File: config.mk
export PLATFORM = sky130hd
export DESIGN_NAME = sprite_frame_engine
export DESIGN_NICKNAME = d
export VERILOG_FILES = /design/src/rtl/sprite_frame_engine_pkg.sv /design/src/rtl/sprite_frame_engine_rect_scanner.sv /design/src/rtl/sprite_frame_engine.sv
export SDC_FILE = /design/constraint.sdc
export NUM_CORES = 1
export LEC_CHECK = 0
export CORE_UTILIZATION = 25
export DETAILED_ROUTE_END_ITERATION = 10
export SYNTH_ARGS = -nofsm -noshare
export SYNTH_HDL_FRONTEND = slang
export SYNTH_SLANG_ARGS = --single-unit
File: constraint.sdc
create_clock -name clock -period 6.19 [get_ports clock]
set_input_delay 0.619 -clock clock [delete_from_list [all_inputs] [get_ports clock]]
set_output_delay 0.619 -clock clock [all_outputs]
set_load 0.02 [all_outputs]
File: src/rtl/sprite_frame_engine_pkg.sv
// Shared types and defaults for the sprite frame engine: FSM encoding, colour width,
// default playfield size and erase colour.
package sprite_pkg;

  localparam int COLOUR_W = 3;
  localparam int DEF_SCREEN_W = 160;
  localparam int DEF_SCREEN_H = 120;
  localparam logic [COLOUR_W-1:0] DEF_BG_COLOUR = 3'b000;

  typedef enum logic [2:0] {
    S_IDLE,
    S_WAIT,
    S_ERASE,
    S_MOVE,
    S_DRAW,
    S_DONE
  } state_t;

endpackage

File: src/rtl/sprite_frame_engine_rect_scanner.sv
// Walks a w x h rectangle one pixel per accepted plot (col inner, row outer);
// done_o marks the acceptance of the final pixel.
module rect_scanner #(
  parameter int SIZE_W = 6
) (
  input  logic              clk_i,
  input  logic              rst_ni,
  input  logic              start_i,
  input  logic [SIZE_W-1:0] w_i,
  input  logic [SIZE_W-1:0] h_i,
  input  logic              ready_i,
  output logic              plot_o,
  output logic [SIZE_W-1:0] col_o,
  output logic [SIZE_W-1:0] row_o,
  output logic              done_o
);

  logic              active_q;
  logic [SIZE_W-1:0] col_q, row_q, w_q, h_q;
  logic              last_col, last_row;

  assign last_col = (col_q == SIZE_W'(w_q - 1'b1));
  assign last_row = (row_q == SIZE_W'(h_q - 1'b1));
  assign plot_o   = active_q;
  assign col_o    = col_q;
  assign row_o    = row_q;
  assign done_o   = active_q && ready_i && last_col && last_row;

  // Size is latched at start so a mid-pass change of w/h cannot corrupt the count.
  always_ff @(posedge clk_i or negedge rst_ni) begin
    if (!rst_ni) begin
      active_q <= 1'b0;
      col_q    <= '0;
      row_q    <= '0;
      w_q      <= '0;
      h_q      <= '0;
    end else if (start_i) begin
      active_q <= 1'b1;
      col_q    <= '0;
      row_q    <= '0;
      w_q      <= w_i;
      h_q      <= h_i;
    end else if (active_q && ready_i) begin
      if (last_col) begin
        col_q <= '0;
        if (last_row) active_q <= 1'b0;
        else          row_q    <= row_q + 1'b1;
      end else begin
        col_q <= col_q + 1'b1;
      end
    end
  end

endmodule

File: src/rtl/sprite_frame_engine.sv
// N-sprite frame engine: per frame, wait, then erase/move/draw each active slot.
// Define SPRITE_COLLIDE_EN to make bounce sprites reflect off player-mode sprites.
module sprite_frame_engine
  import sprite_pkg::*;
#(
  parameter int NUM_SPRITES = 3,
  parameter int COORD_W     = 10,
  parameter int SIZE_W      = 6,
  parameter int SCREEN_W    = DEF_SCREEN_W,
  parameter int SCREEN_H    = DEF_SCREEN_H,
  parameter int FRAME_TICKS = 400000,
  parameter logic [COLOUR_W-1:0] BG_COLOUR = DEF_BG_COLOUR
) (
  input  logic                            clock,
  input  logic                            resetn,
  input  logic                            run,
  input  logic [NUM_SPRITES-1:0]          ld,
  input  logic [COORD_W-1:0]              ld_x,
  input  logic [COORD_W-1:0]              ld_y,
  input  logic [NUM_SPRITES-1:0]          spr_en,
  input  logic [NUM_SPRITES-1:0]          spr_mode,
  input  logic [NUM_SPRITES*SIZE_W-1:0]   spr_w,
  input  logic [NUM_SPRITES*SIZE_W-1:0]   spr_h,
  input  logic [NUM_SPRITES*COLOUR_W-1:0] spr_col,
  input  logic [NUM_SPRITES-1:0]          btn_up,
  input  logic [NUM_SPRITES-1:0]          btn_dn,
  input  logic                            pix_ready,
  output logic [COORD_W-1:0]              x_out,
  output logic [COORD_W-1:0]              y_out,
  output logic [COLOUR_W-1:0]             colour_out,
  output logic                            plot,
  output logic                            busy,
  output logic                            frame_done,
  output logic [NUM_SPRITES-1:0]          hit_l,
  output logic [NUM_SPRITES-1:0]          hit_r
);

  localparam int SEL_W = (NUM_SPRITES > 1) ? $clog2(NUM_SPRITES) : 1;
  localparam int CNT_W = $clog2(FRAME_TICKS + 1);
  localparam int AW    = COORD_W + 2;
  localparam logic [CNT_W-1:0]     CNT_LOAD = CNT_W'(FRAME_TICKS - 1);
  localparam logic signed [AW-1:0] SCR_W    = AW'(SCREEN_W);
  localparam logic signed [AW-1:0] SCR_H    = AW'(SCREEN_H);

  state_t                     state_q;
  logic [SEL_W-1:0]           cur_q;
  logic [CNT_W-1:0]           cnt_q;
  logic                       scan_start_q, frame_done_q;

  logic [COORD_W-1:0]         pos_x_q [NUM_SPRITES];
  logic [COORD_W-1:0]         pos_y_q [NUM_SPRITES];
  logic [COORD_W-1:0]         pend_x_q [NUM_SPRITES];
  logic [COORD_W-1:0]         pend_y_q [NUM_SPRITES];
  logic [NUM_SPRITES-1:0]     dx_q, dy_q, pend_q, hit_l_q, hit_r_q;

  logic [SIZE_W-1:0]          w_a [NUM_SPRITES];
  logic [SIZE_W-1:0]          h_a [NUM_SPRITES];
  logic [COLOUR_W-1:0]        col_a [NUM_SPRITES];
  logic [NUM_SPRITES-1:0]     slot_act;

  logic                       first_ok, next_ok;
  logic [SEL_W-1:0]           first_sel, next_sel;

  logic                       scan_plot, scan_done;
  logic [SIZE_W-1:0]          scan_col, scan_row;

  logic [COORD_W-1:0]         pos_x_d, pos_y_d;
  logic                       dx_d, dy_d, hit_l_d, hit_r_d;
  logic signed [AW-1:0]       cx, cy, cw, ch, nx, ny, py_max;
`ifdef SPRITE_COLLIDE_EN
  logic                       collide;
  logic signed [AW-1:0]       yb;
`endif

  always_comb begin
    for (int i = 0; i < NUM_SPRITES; i++) begin
      w_a[i]      = spr_w[i*SIZE_W +: SIZE_W];
      h_a[i]      = spr_h[i*SIZE_W +: SIZE_W];
      col_a[i]    = spr_col[i*COLOUR_W +: COLOUR_W];
      slot_act[i] = spr_en[i] && (w_a[i] != '0) && (h_a[i] != '0);
    end
  end

  // Descending scan so the lowest-numbered qualifying slot wins.
  always_comb begin
    first_ok  = 1'b0;
    first_sel = '0;
    next_ok   = 1'b0;
    next_sel  = '0;
    for (int i = NUM_SPRITES - 1; i >= 0; i--) begin
      if (slot_act[i]) begin
        first_ok  = 1'b1;
        first_sel = SEL_W'(i);
        if (i > int'(cur_q)) begin
          next_ok  = 1'b1;
          next_sel = SEL_W'(i);
        end
      end
    end
  end

  always_comb begin
    cx      = $signed({2'b00, pos_x_q[cur_q]});
    cy      = $signed({2'b00, pos_y_q[cur_q]});
    cw      = $signed({{(AW-SIZE_W){1'b0}}, w_a[cur_q]});
    ch      = $signed({{(AW-SIZE_W){1'b0}}, h_a[cur_q]});
    nx      = dx_q[cur_q] ? cx + AW'(1) : cx - AW'(1);
    ny      = dy_q[cur_q] ? cy + AW'(1) : cy - AW'(1);
    py_max  = SCR_H - ch;
    pos_x_d = pos_x_q[cur_q];
    pos_y_d = pos_y_q[cur_q];
    dx_d    = dx_q[cur_q];
    dy_d    = dy_q[cur_q];
    hit_l_d = 1'b0;
    hit_r_d = 1'b0;
`ifdef SPRITE_COLLIDE_EN
    collide = 1'b0;
    yb      = '0;
`endif
    if (spr_mode[cur_q]) begin
      if (btn_up[cur_q] ^ btn_dn[cur_q]) begin
        ny = btn_up[cur_q] ? cy - AW'(1) : cy + AW'(1);
        if (ny > py_max) ny = py_max;
        if (ny < 0)      ny = '0;
        pos_y_d = ny[COORD_W-1:0];
      end
    end else begin
      if (ny < 0 || ny + ch > SCR_H) dy_d = ~dy_q[cur_q];
      else                           pos_y_d = ny[COORD_W-1:0];
`ifdef SPRITE_COLLIDE_EN
      yb = $signed({2'b00, pos_y_d});
      for (int j = 0; j < NUM_SPRITES; j++) begin
        if (j != int'(cur_q) && slot_act[j] && spr_mode[j] &&
            nx < $signed({2'b00, pos_x_q[j]}) + $signed({{(AW-SIZE_W){1'b0}}, w_a[j]}) &&
            $signed({2'b00, pos_x_q[j]}) < nx + cw &&
            yb < $signed({2'b00, pos_y_q[j]}) + $signed({{(AW-SIZE_W){1'b0}}, h_a[j]}) &&
            $signed({2'b00, pos_y_q[j]}) < yb + ch)
          collide = 1'b1;
      end
`endif
      if (nx < 0) begin
        dx_d    = ~dx_q[cur_q];
        hit_l_d = 1'b1;
      end else if (nx + cw > SCR_W) begin
        dx_d    = ~dx_q[cur_q];
        hit_r_d = 1'b1;
      end
`ifdef SPRITE_COLLIDE_EN
      else if (collide) begin
        dx_d = ~dx_q[cur_q];
      end
`endif
      else begin
        pos_x_d = nx[COORD_W-1:0];
      end
    end
  end

  always_ff @(posedge clock or negedge resetn) begin
    if (!resetn) begin
      state_q      <= S_IDLE;
      cur_q        <= '0;
      cnt_q        <= CNT_LOAD;
      scan_start_q <= 1'b0;
      frame_done_q <= 1'b0;
    end else begin
      scan_start_q <= 1'b0;
      frame_done_q <= 1'b0;
      case (state_q)
        S_IDLE: begin
          cnt_q <= CNT_LOAD;
          if (run) state_q <= S_WAIT;
        end
        S_WAIT: begin
          if (cnt_q == '0) begin
            cnt_q <= CNT_LOAD;
            if (first_ok) begin
              cur_q        <= first_sel;
              state_q      <= S_ERASE;
              scan_start_q <= 1'b1;
            end else begin
              state_q      <= S_DONE;
              frame_done_q <= 1'b1;
            end
          end else begin
            cnt_q <= cnt_q - 1'b1;
          end
        end
        S_ERASE: if (scan_done) state_q <= S_MOVE;
        S_MOVE: begin
          state_q      <= S_DRAW;
          scan_start_q <= 1'b1;
        end
        S_DRAW: begin
          if (scan_done) begin
            if (next_ok) begin
              cur_q        <= next_sel;
              state_q      <= S_ERASE;
              scan_start_q <= 1'b1;
            end else begin
              state_q      <= S_DONE;
              frame_done_q <= 1'b1;
            end
          end
        end
        S_DONE:  state_q <= run ? S_WAIT : S_IDLE;
        default: state_q <= S_IDLE;
      endcase
    end
  end

  // Loads land immediately unless the slot is part of an in-flight frame; then they wait for its MOVE.
  always_ff @(posedge clock or negedge resetn) begin
    if (!resetn) begin
      for (int i = 0; i < NUM_SPRITES; i++) begin
        pos_x_q[i]  <= '0;
        pos_y_q[i]  <= '0;
        pend_x_q[i] <= '0;
        pend_y_q[i] <= '0;
      end
      dx_q    <= '1;
      dy_q    <= '1;
      pend_q  <= '0;
      hit_l_q <= '0;
      hit_r_q <= '0;
    end else begin
      hit_l_q <= '0;
      hit_r_q <= '0;
      if (state_q == S_MOVE) begin
        if (pend_q[cur_q]) begin
          pos_x_q[cur_q] <= pend_x_q[cur_q];
          pos_y_q[cur_q] <= pend_y_q[cur_q];
          pend_q[cur_q]  <= 1'b0;
        end else begin
          pos_x_q[cur_q] <= pos_x_d;
          pos_y_q[cur_q] <= pos_y_d;
          dx_q[cur_q]    <= dx_d;
          dy_q[cur_q]    <= dy_d;
          hit_l_q[cur_q] <= hit_l_d;
          hit_r_q[cur_q] <= hit_r_d;
        end
      end
      for (int i = 0; i < NUM_SPRITES; i++) begin
        if (ld[i]) begin
          if (state_q == S_IDLE || !slot_act[i] ||
              (state_q == S_MOVE && cur_q == SEL_W'(i))) begin
            pos_x_q[i] <= ld_x;
            pos_y_q[i] <= ld_y;
            pend_q[i]  <= 1'b0;
          end else begin
            pend_q[i]   <= 1'b1;
            pend_x_q[i] <= ld_x;
            pend_y_q[i] <= ld_y;
          end
        end
      end
    end
  end

  rect_scanner #(.SIZE_W(SIZE_W)) u_scan (
    .clk_i   (clock),
    .rst_ni  (resetn),
    .start_i (scan_start_q),
    .w_i     (w_a[cur_q]),
    .h_i     (h_a[cur_q]),
    .ready_i (pix_ready),
    .plot_o  (scan_plot),
    .col_o   (scan_col),
    .row_o   (scan_row),
    .done_o  (scan_done)
  );

  assign plot       = scan_plot;
  assign x_out      = scan_plot ? pos_x_q[cur_q] + COORD_W'(scan_col) : '0;
  assign y_out      = scan_plot ? pos_y_q[cur_q] + COORD_W'(scan_row) : '0;
  assign colour_out = scan_plot ? ((state_q == S_DRAW) ? col_a[cur_q] : BG_COLOUR) : '0;
  assign busy       = (state_q != S_IDLE);
  assign frame_done = frame_done_q;
  assign hit_l      = hit_l_q;
  assign hit_r      = hit_r_q;

endmodule

==> results of run 1 <==
[state kept, by name, summed over array words and instances, names as in the netlist]
signal / cells
cnt_q: 19
cur_q: 2
dx_q: 3
dy_q: 3
frame_done: 1
hit_l: 3
hit_r: 3
pend_q: 3
pend_x_q: 30
pend_y_q: 30
pos_x_q: 30
pos_y_q: 30
scan_start_q: 1
state_q: 3
u_scan.col_o: 6
u_scan.h_q: 6
u_scan.plot_o: 1
u_scan.row_o: 6
u_scan.w_q: 6
[path summary, 6_finish.rpt]
kind,slack [ps],cells past startpoint,from,to
max,600,18,cur_q[1]$_DFFE_PN0P_,pos_x_q[10]$_DFF_PN0_
min in group clock,510,1,pend_y_q[20]$_DFFE_PN0P_,pend_y_q[20]$_DFFE_PN0P_
min,280,1,resetn,cnt_q[7]$_DFFE_PN0P_
max in group asynchronous,4250,2,resetn,pos_y_q[7]$_DFF_PN0_
max reg2reg,600,18,cur_q[1]$_DFFE_PN0P_,pos_x_q[10]$_DFF_PN0_
min reg2reg,510,1,pend_y_q[20]$_DFFE_PN0P_,pend_y_q[20]$_DFFE_PN0P_
[layer usage]
| layer | share of wire | routed length, um |
|---|---|---|
| met1 | 0.44 | 21200 |
| met2 | 0.47 | 22900 |
| met3 | 0.065 | 3160 |
| met4 | 0.026 | 1260 |
| met5 | 0.00037 | 18 |
[cell usage in the layout, fill, tap and decap left out, drive strengths merged, types with 8 or more instances in the layout]
cell type / count
a31oi: 10
or2: 8
nor3: 53
nand2b: 13
dfstp: 18
o21ai: 93
nand4: 17
nor2b: 8
nor2: 130
a21o: 29
xor2: 22
mux2: 74
o2bb2ai: 11
inv: 45
nand3b: 14
nand2: 116
o22ai: 8
o21a: 10
a211oi: 13
clkdlybuf4s50: 114
a21oi: 124
xnor2: 57
and2: 19
clkbuf: 19
o211ai: 11
nand3: 52
dfrtp: 168
nor4: 16
a2bb2oi: 18
or4: 13
a221oi: 10
and3: 21
mux2i: 68
or3: 43
buf: 41
ha: 43
o31ai: 13
[power groups by stage]
| stage | Combinational [uW] | Sequential, uW | Clock [uW] |
|---|---|---|---|
| 4_1_cts | 3060 | 1890 | 1140 |
| 3_5_place_dp | 3040 | 1910 | 0 |
| 5_1_grt | 3350 | 1940 | 1180 |
| 6_report | 3070 | 1900 | 1120 |
| 3_3_place_gp | 2990 | 1890 | 0 |
| 2_1_floorplan | 2120 | 1790 | 0 |
[synth_stat cells (11+ instances only)]
cell type	count	area (um2)
nand2_1	116	435
o211ai_1	11	82.6
o31ai_1	13	97.6
mux2i_1	66	661
and3_1	21	131
inv_1	29	109
a21o_1	29	218
ha_1	43	538
or4_1	11	82.6
nand2b_1	13	81.3
nand4_1	17	106
a211oi_1	11	82.6
dfstp_2	18	473
o21ai_0	88	440
nand3_1	52	260
and2_1	18	113
clkbuf_1	62	233
xor2_1	22	193
nand3b_1	14	105
xnor2_1	57	499
nor4_1	14	87.6
mux2_2	74	833
dfrtp_1	168	4200
or3_1	42	263
nor2_1	130	488
nor3_1	52	260
a21oi_1	123	616
[worst max-delay path, stage by stage, from the launching register on]
cell and delay, ps:
dfrtp_4 670, buf_4 310, mux2i_1 230, o2bb2ai_1 240, or4_1 640, and2_1 260, xnor2_1 260, ha_1 300
a21oi_1 230, xnor2_1 100, nand3_1 70, and3_1 190, o22ai_1 90, a22o_1 210, o221ai_2 730, buf_4 310
mux2_2 340, o221ai_1 150, o21ai_0 100
[final cells by class]
cell class	count	area, um2
inverters	38	145
multi-input cells	1227	8470
repair buffers	156	1480
well taps	696	871
clock inverters	14	156
fillers	5568	37700
flip-flops and latches	186	4680
clock buffers	18	429
[per-stage QoR]
| stage | cell area (um2) | std cells |
|---|---|---|
| 6_report | 16200 | 2335 |
| 3_3_place_gp | 15600 | 2303 |
| 2_1_floorplan | 13700 | 1534 |
| 5_1_grt | 16200 | 2335 |
| 4_1_cts | 16200 | 2335 |
| 3_5_place_dp | 15600 | 2303 |
[cells by family (layout without fill, tap and decap cells)]
family                     after synthesis  in the layout  synth area share
AOI/OAI and AO/OA                      418            418             0.208
and+or+nand+nor                        539            539             0.201
adders and majority gates               48             48            0.0460
DFF                                    186            186             0.342
muxes                                  142            142             0.111
xor gates and xnor gates                80             80            0.0523
buffers and inverters                  121            226            0.0391
==> results.py, run 1 <==
metrics = {
    "global_route": {
        "use_met2": 0.289,
        "overflow": 0,
        "gr-usage-met1": 0.222,
        "grtUsageMet3": 0.0341,
        "grt_pass1_wl_um": 74700,
        "grt_pass1_vias": 12372,
        "antenna_found_initial": 2,
        "grt_max_degree": 109,
        "gr-max-usage-layer": "met2",
        "grt_use_total": 0.173,
    },
    "sta": {
        "max_slew_margin": 0.177,
        "slew_viol_final": 0,
        "setup_ws_ps": 601,
        "finalSetupViolCount": 0,
        "clock.fmax_mhz": 179,
        "tightest_slew_ps": 1230,
        "tns_ps": 0,
        "layout_min_cycle_time_ps": 5590,
        "fin_crit_sh": 0.903,
        "final-hold-violation-count": 0,
        "whs_ps": 283,
        "rsz0062_at_grt": "no",
        "finClkSkew_ps": 13.0,
    },
    "pwr": {
        "finalPower_uw": 6090,
        "p_leak_uw": 0.00635,
        "pwr-share-seq": 0.312,
        "p_sw_uw": 2640,
        "p_sw_frac": 0.434,
        "ir_drop_mv": 0.189,
        "p_clk_frac": 0.183,
        "power_density_mw_per_mm2": 375,
        "power_frac_comb": 0.505,
        "p_int_uw": 3450,
    },
    "placed_design": {
        "io_buffers": 115,
        "place_ws_ps": 723,
        "post-dp-hpwl_um": 35800,
        "gp_congestion": 0.924,
    },
    "yosys": {
        "netlist_area_mm2": 0.0137,
        "synth-edff-count": 0,
        "synthFlopType": "dfrtp_1",
        "synth_warnings": 0,
        "async_flop_share": 1.00,
        "synth_cell_types": 88,
        "synth_seq_cells": 186,
        "synth_nets": 1665,
        "seq_area_frac_synth": 0.342,
        "syn_inst": 1534,
        "synth_area_per_cell_um2": 8.91,
    },
    "detailed_routing": {
        "drt-vias-per-instance": 5.43,
        "drt.antenna.violating_nets": 0,
        "vias": 12669,
        "drc_errors": 0,
        "drt-initial-drc-count": 1085,
        "totalWireLength_um": 48500,
        "firstDrtPassIters": 5,
        "routedWlPerCell_um": 20.8,
    },
    "floorplan": {
        "dieArea_mm2": 0.0556,
        "die_x_um": 236,
        "initial_core_util": 0.253,
        "die_y_um": 236,
        "core_area_mm2": 0.0539,
        "rows": 85,
        "pin_count": 116,
    },
    "job": {
        "drv_cap": 0,
    },
    "clock_network": {
        "numCtsBuffers": 17,
        "clockBufferDepth": 2,
        "clock_sinks": 186,
        "clk_pin_slew_worst_paths_ps": 80,
        "insertion_delay_ps": 460,
        "cts_setup_buffers": 0,
        "cts_resized": 0,
        "cts_root_buffer": "clkbuf_16",
        "holdBufCountCts": 0,
        "htreeDepth": 4,
        "cts_tree": "yes",
    },
    "hold_path": {
        "min_path_type": "in2async",
    },
    "finish": {
        "fin_nets": 1757,
        "area_delta_synth_final_pct": 18.8,
        "num_antenna_cells": 0,
        "utilization": 0.301,
        "drive_gt1_frac": 0.132,
    },
    "setup_path": {
        "worstPathArrival_ps": 5910,
        "setup.worst_path.class": "reg2reg",
        "cp_max_fo": 23,
        "endpoint_kind": "flip-flop",
        "worstPathRequired_ps": 6520,
        "startpoint_type": "flip-flop",
    },
    "outcome": {
        "status": "finished clean",
    },
}
Power figures use the tool's default switching activity.
==> run 2: changes to the inputs <==
- GPL_TIMING_DRIVEN: not set -> 0
- REMOVE_ABC_BUFFERS: not set -> 1
==> results.py, run 2 (synthesis gave the netlist of run 1 again) <==
metrics = {
    "setup_path": {
        "worstPathRequired_ps": 6520,
        "r2r_slack_ps": 300,
        "crit_slowest_cell": "dfrtp_4",
        "crit_path_start": "cur_q[0]$_DFFE_PN0P_",
        "worstPathArrival_ps": 6230,
        "cp_cell_sequence": "nor2b_4, buf_12, o2bb2ai_2, inv_1, ha_1, mux2i_1, xnor2_1, ha_1, a21oi_1, o21bai_1, a211o_1, and3_1, or2_2, a21oi_1, o221ai_4, mux2i_1, o21a_1, nor3_1",
        "r2r_start": "cur_q[0]$_DFFE_PN0P_",
        "setup.worst_path.class": "reg2reg",
        "reg2reg_to": "pos_x_q[21]$_DFF_PN0_",
        "endpoint_kind": "flip-flop",
        "startpoint_type": "flip-flop",
        "rr_worst_depth": 18,
        "cp_max_fo": 31,
        "max_stage_delay_ps": 750,
        "cp-endpoint": "pos_x_q[21]$_DFF_PN0_",
    },
    "sta": {
        "final-hold-violation-count": 0,
        "tns_ps": 0,
        "finalSetupViolCount": 0,
        "tightest_slew_ps": 1480,
        "clock.fmax_mhz": 170,
        "fin_crit_sh": 0.952,
        "layout_min_cycle_time_ps": 5890,
        "max_slew_margin": 0.0128,
        "finClkSkew_ps": 14.6,
        "whs_ps": 169,
        "slew_viol_final": 0,
        "rsz0062_at_grt": "no",
    },
    "detailed_routing": {
        "totalWireLength_um": 48100,
        "drt-vias-per-instance": 5.48,
        "vias": 12667,
        "drc_errors": 0,
        "drt.antenna.violating_nets": 0,
        "drt-initial-drc-count": 1109,
        "firstDrtPassIters": 6,
        "routedWlPerCell_um": 20.8,
    },
    "global_route": {
        "grt_max_degree": 101,
        "grt_pass1_vias": 12794,
        "overflow": 0,
        "grt_use_total": 0.170,
        "antenna_found_initial": 1,
        "grt_pass1_wl_um": 74200,
    },
    "clock_network": {
        "insertion_delay_ps": 450,
        "clk_pin_slew_worst_paths_ps": 80,
        "cts_tree": "yes",
        "htreeDepth": 4,
        "cts_root_buffer": "clkbuf_16",
        "numCtsBuffers": 17,
        "holdBufCountCts": 0,
        "clockBufferDepth": 2,
        "clock_sinks": 186,
    },
    "job": {
        "drv_cap": 0,
    },
    "pwr": {
        "power_density_mw_per_mm2": 376,
        "p_leak_uw": 0.00631,
        "ir_drop_mv": 0.289,
    },
    "placed_design": {
        "place_area_mm2": 0.0155,
        "placed_cells": 2271,
        "post-dp-hpwl_um": 32900,
        "io_buffers": 115,
        "gp_congestion": 0.882,
    },
    "floorplan": {
        "dieArea_mm2": 0.0556,
        "initial_core_util": 0.253,
        "die_x_um": 236,
        "die_y_um": 236,
        "rows": 85,
        "core_area_mm2": 0.0539,
        "pin_count": 116,
    },
    "finish": {
        "area_delta_synth_final_pct": 19.3,
        "layout_common_cells": "dfrtp_1 (164), nor2_1 (128), a21oi_1 (122)",
        "drive_gt1_frac": 0.127,
        "final_cells": 2312,
        "num_antenna_cells": 0,
        "utilization": 0.302,
        "fin_nets": 1734,
        "layout.cells.most_common": "dfrtp_1",
        "stdcell_area_mm2": 0.0163,
    },
    "outcome": {
        "status": "finished clean",
    },
    "hold_path": {
        "min_path_type": "in2async",
    },
}
## run 2: cell types whose count changed in the layout (fill, tap and decap cells not counted), moves of 4 or more
cell / previous run / this run
buf_4: 40 / 5
buf_12: 1 / 6
clkinv_8: 4 / 0
buf_8: 0 / 6
## run 2: stage by stage
step	worst slack, ps	power (uW)
after floorplan	-2290	3860
after global placement	-7570	4770
after detailed placement	-535	4860
after CTS	18.7	6110
after global routing	8.66	6520
final	296	6140
## run 2: how the worst min path moves through the flow
stage                                to  depth (start not counted)
2_1_floorplan     cnt_q[10]$_DFFE_PN0P_                          0
3_3_place_gp   pend_x_q[16]$_DFFE_PN0P_                          1
3_5_place_dp   pend_x_q[17]$_DFFE_PN0P_                          1
4_1_cts           cnt_q[15]$_DFFE_PN0P_                          1
5_1_grt            cnt_q[8]$_DFFE_PN0P_                          1
6_report           cnt_q[8]$_DFFE_PN0P_                          1
## run 2: area by class of cell
cell class,count,area [um2]
clock buffers,20,457
clock inverters,12,164
fillers,5516,37600
inverters,38,145
multi-input cells,1227,8540
flip-flops and latches,186,4690
well taps,696,871
repair buffers,133,1440
## run 2: power breakdown
part | switching (uW) | total (uW) | internal (uW)
combinational | 1700 | 3000 | 1300
sequential | 337 | 1940 | 1600
clock | 531 | 1200 | 665
total | 2570 | 6140 | 3570
## run 2: repair_timing
item	in CTS	in global routing
gates resized for setup	2	6
pin swaps	1	0
setup buffers	5	4
endpoints found under the setup margin	51	43
## run 2: worst max-delay path, delay by kind of cell, from the launching register on
| family | cells | cell delay [ps] |
|---|---|---|
| AOI/OAI and AO/OA | 7 | 1850 |
| xor gates and xnor gates | 1 | 170 |
| adders and majority gates | 2 | 630 |
| buffers and inverters | 2 | 380 |
| DFF | 1 | 750 |
| muxes | 2 | 1040 |
| and+or+nand+nor | 4 | 880 |
## run 2: layer usage
metal | track usage | vias up | part of all wire
li1 | - | 5823 | -
met1 | 0.220 | 6189 | 0.43
met2 | 0.286 | 547 | 0.48
met3 | 0.0279 | 108 | 0.068
met4 | 0.0594 | 0 | 0.028
met5 | 0 | - | 0
==> run 3: changes to the inputs <==
- TNS_END_PERCENT: not set -> 20
==> results of run 3 <==
Final layout, timing and power as in run 2 (identical DEF).
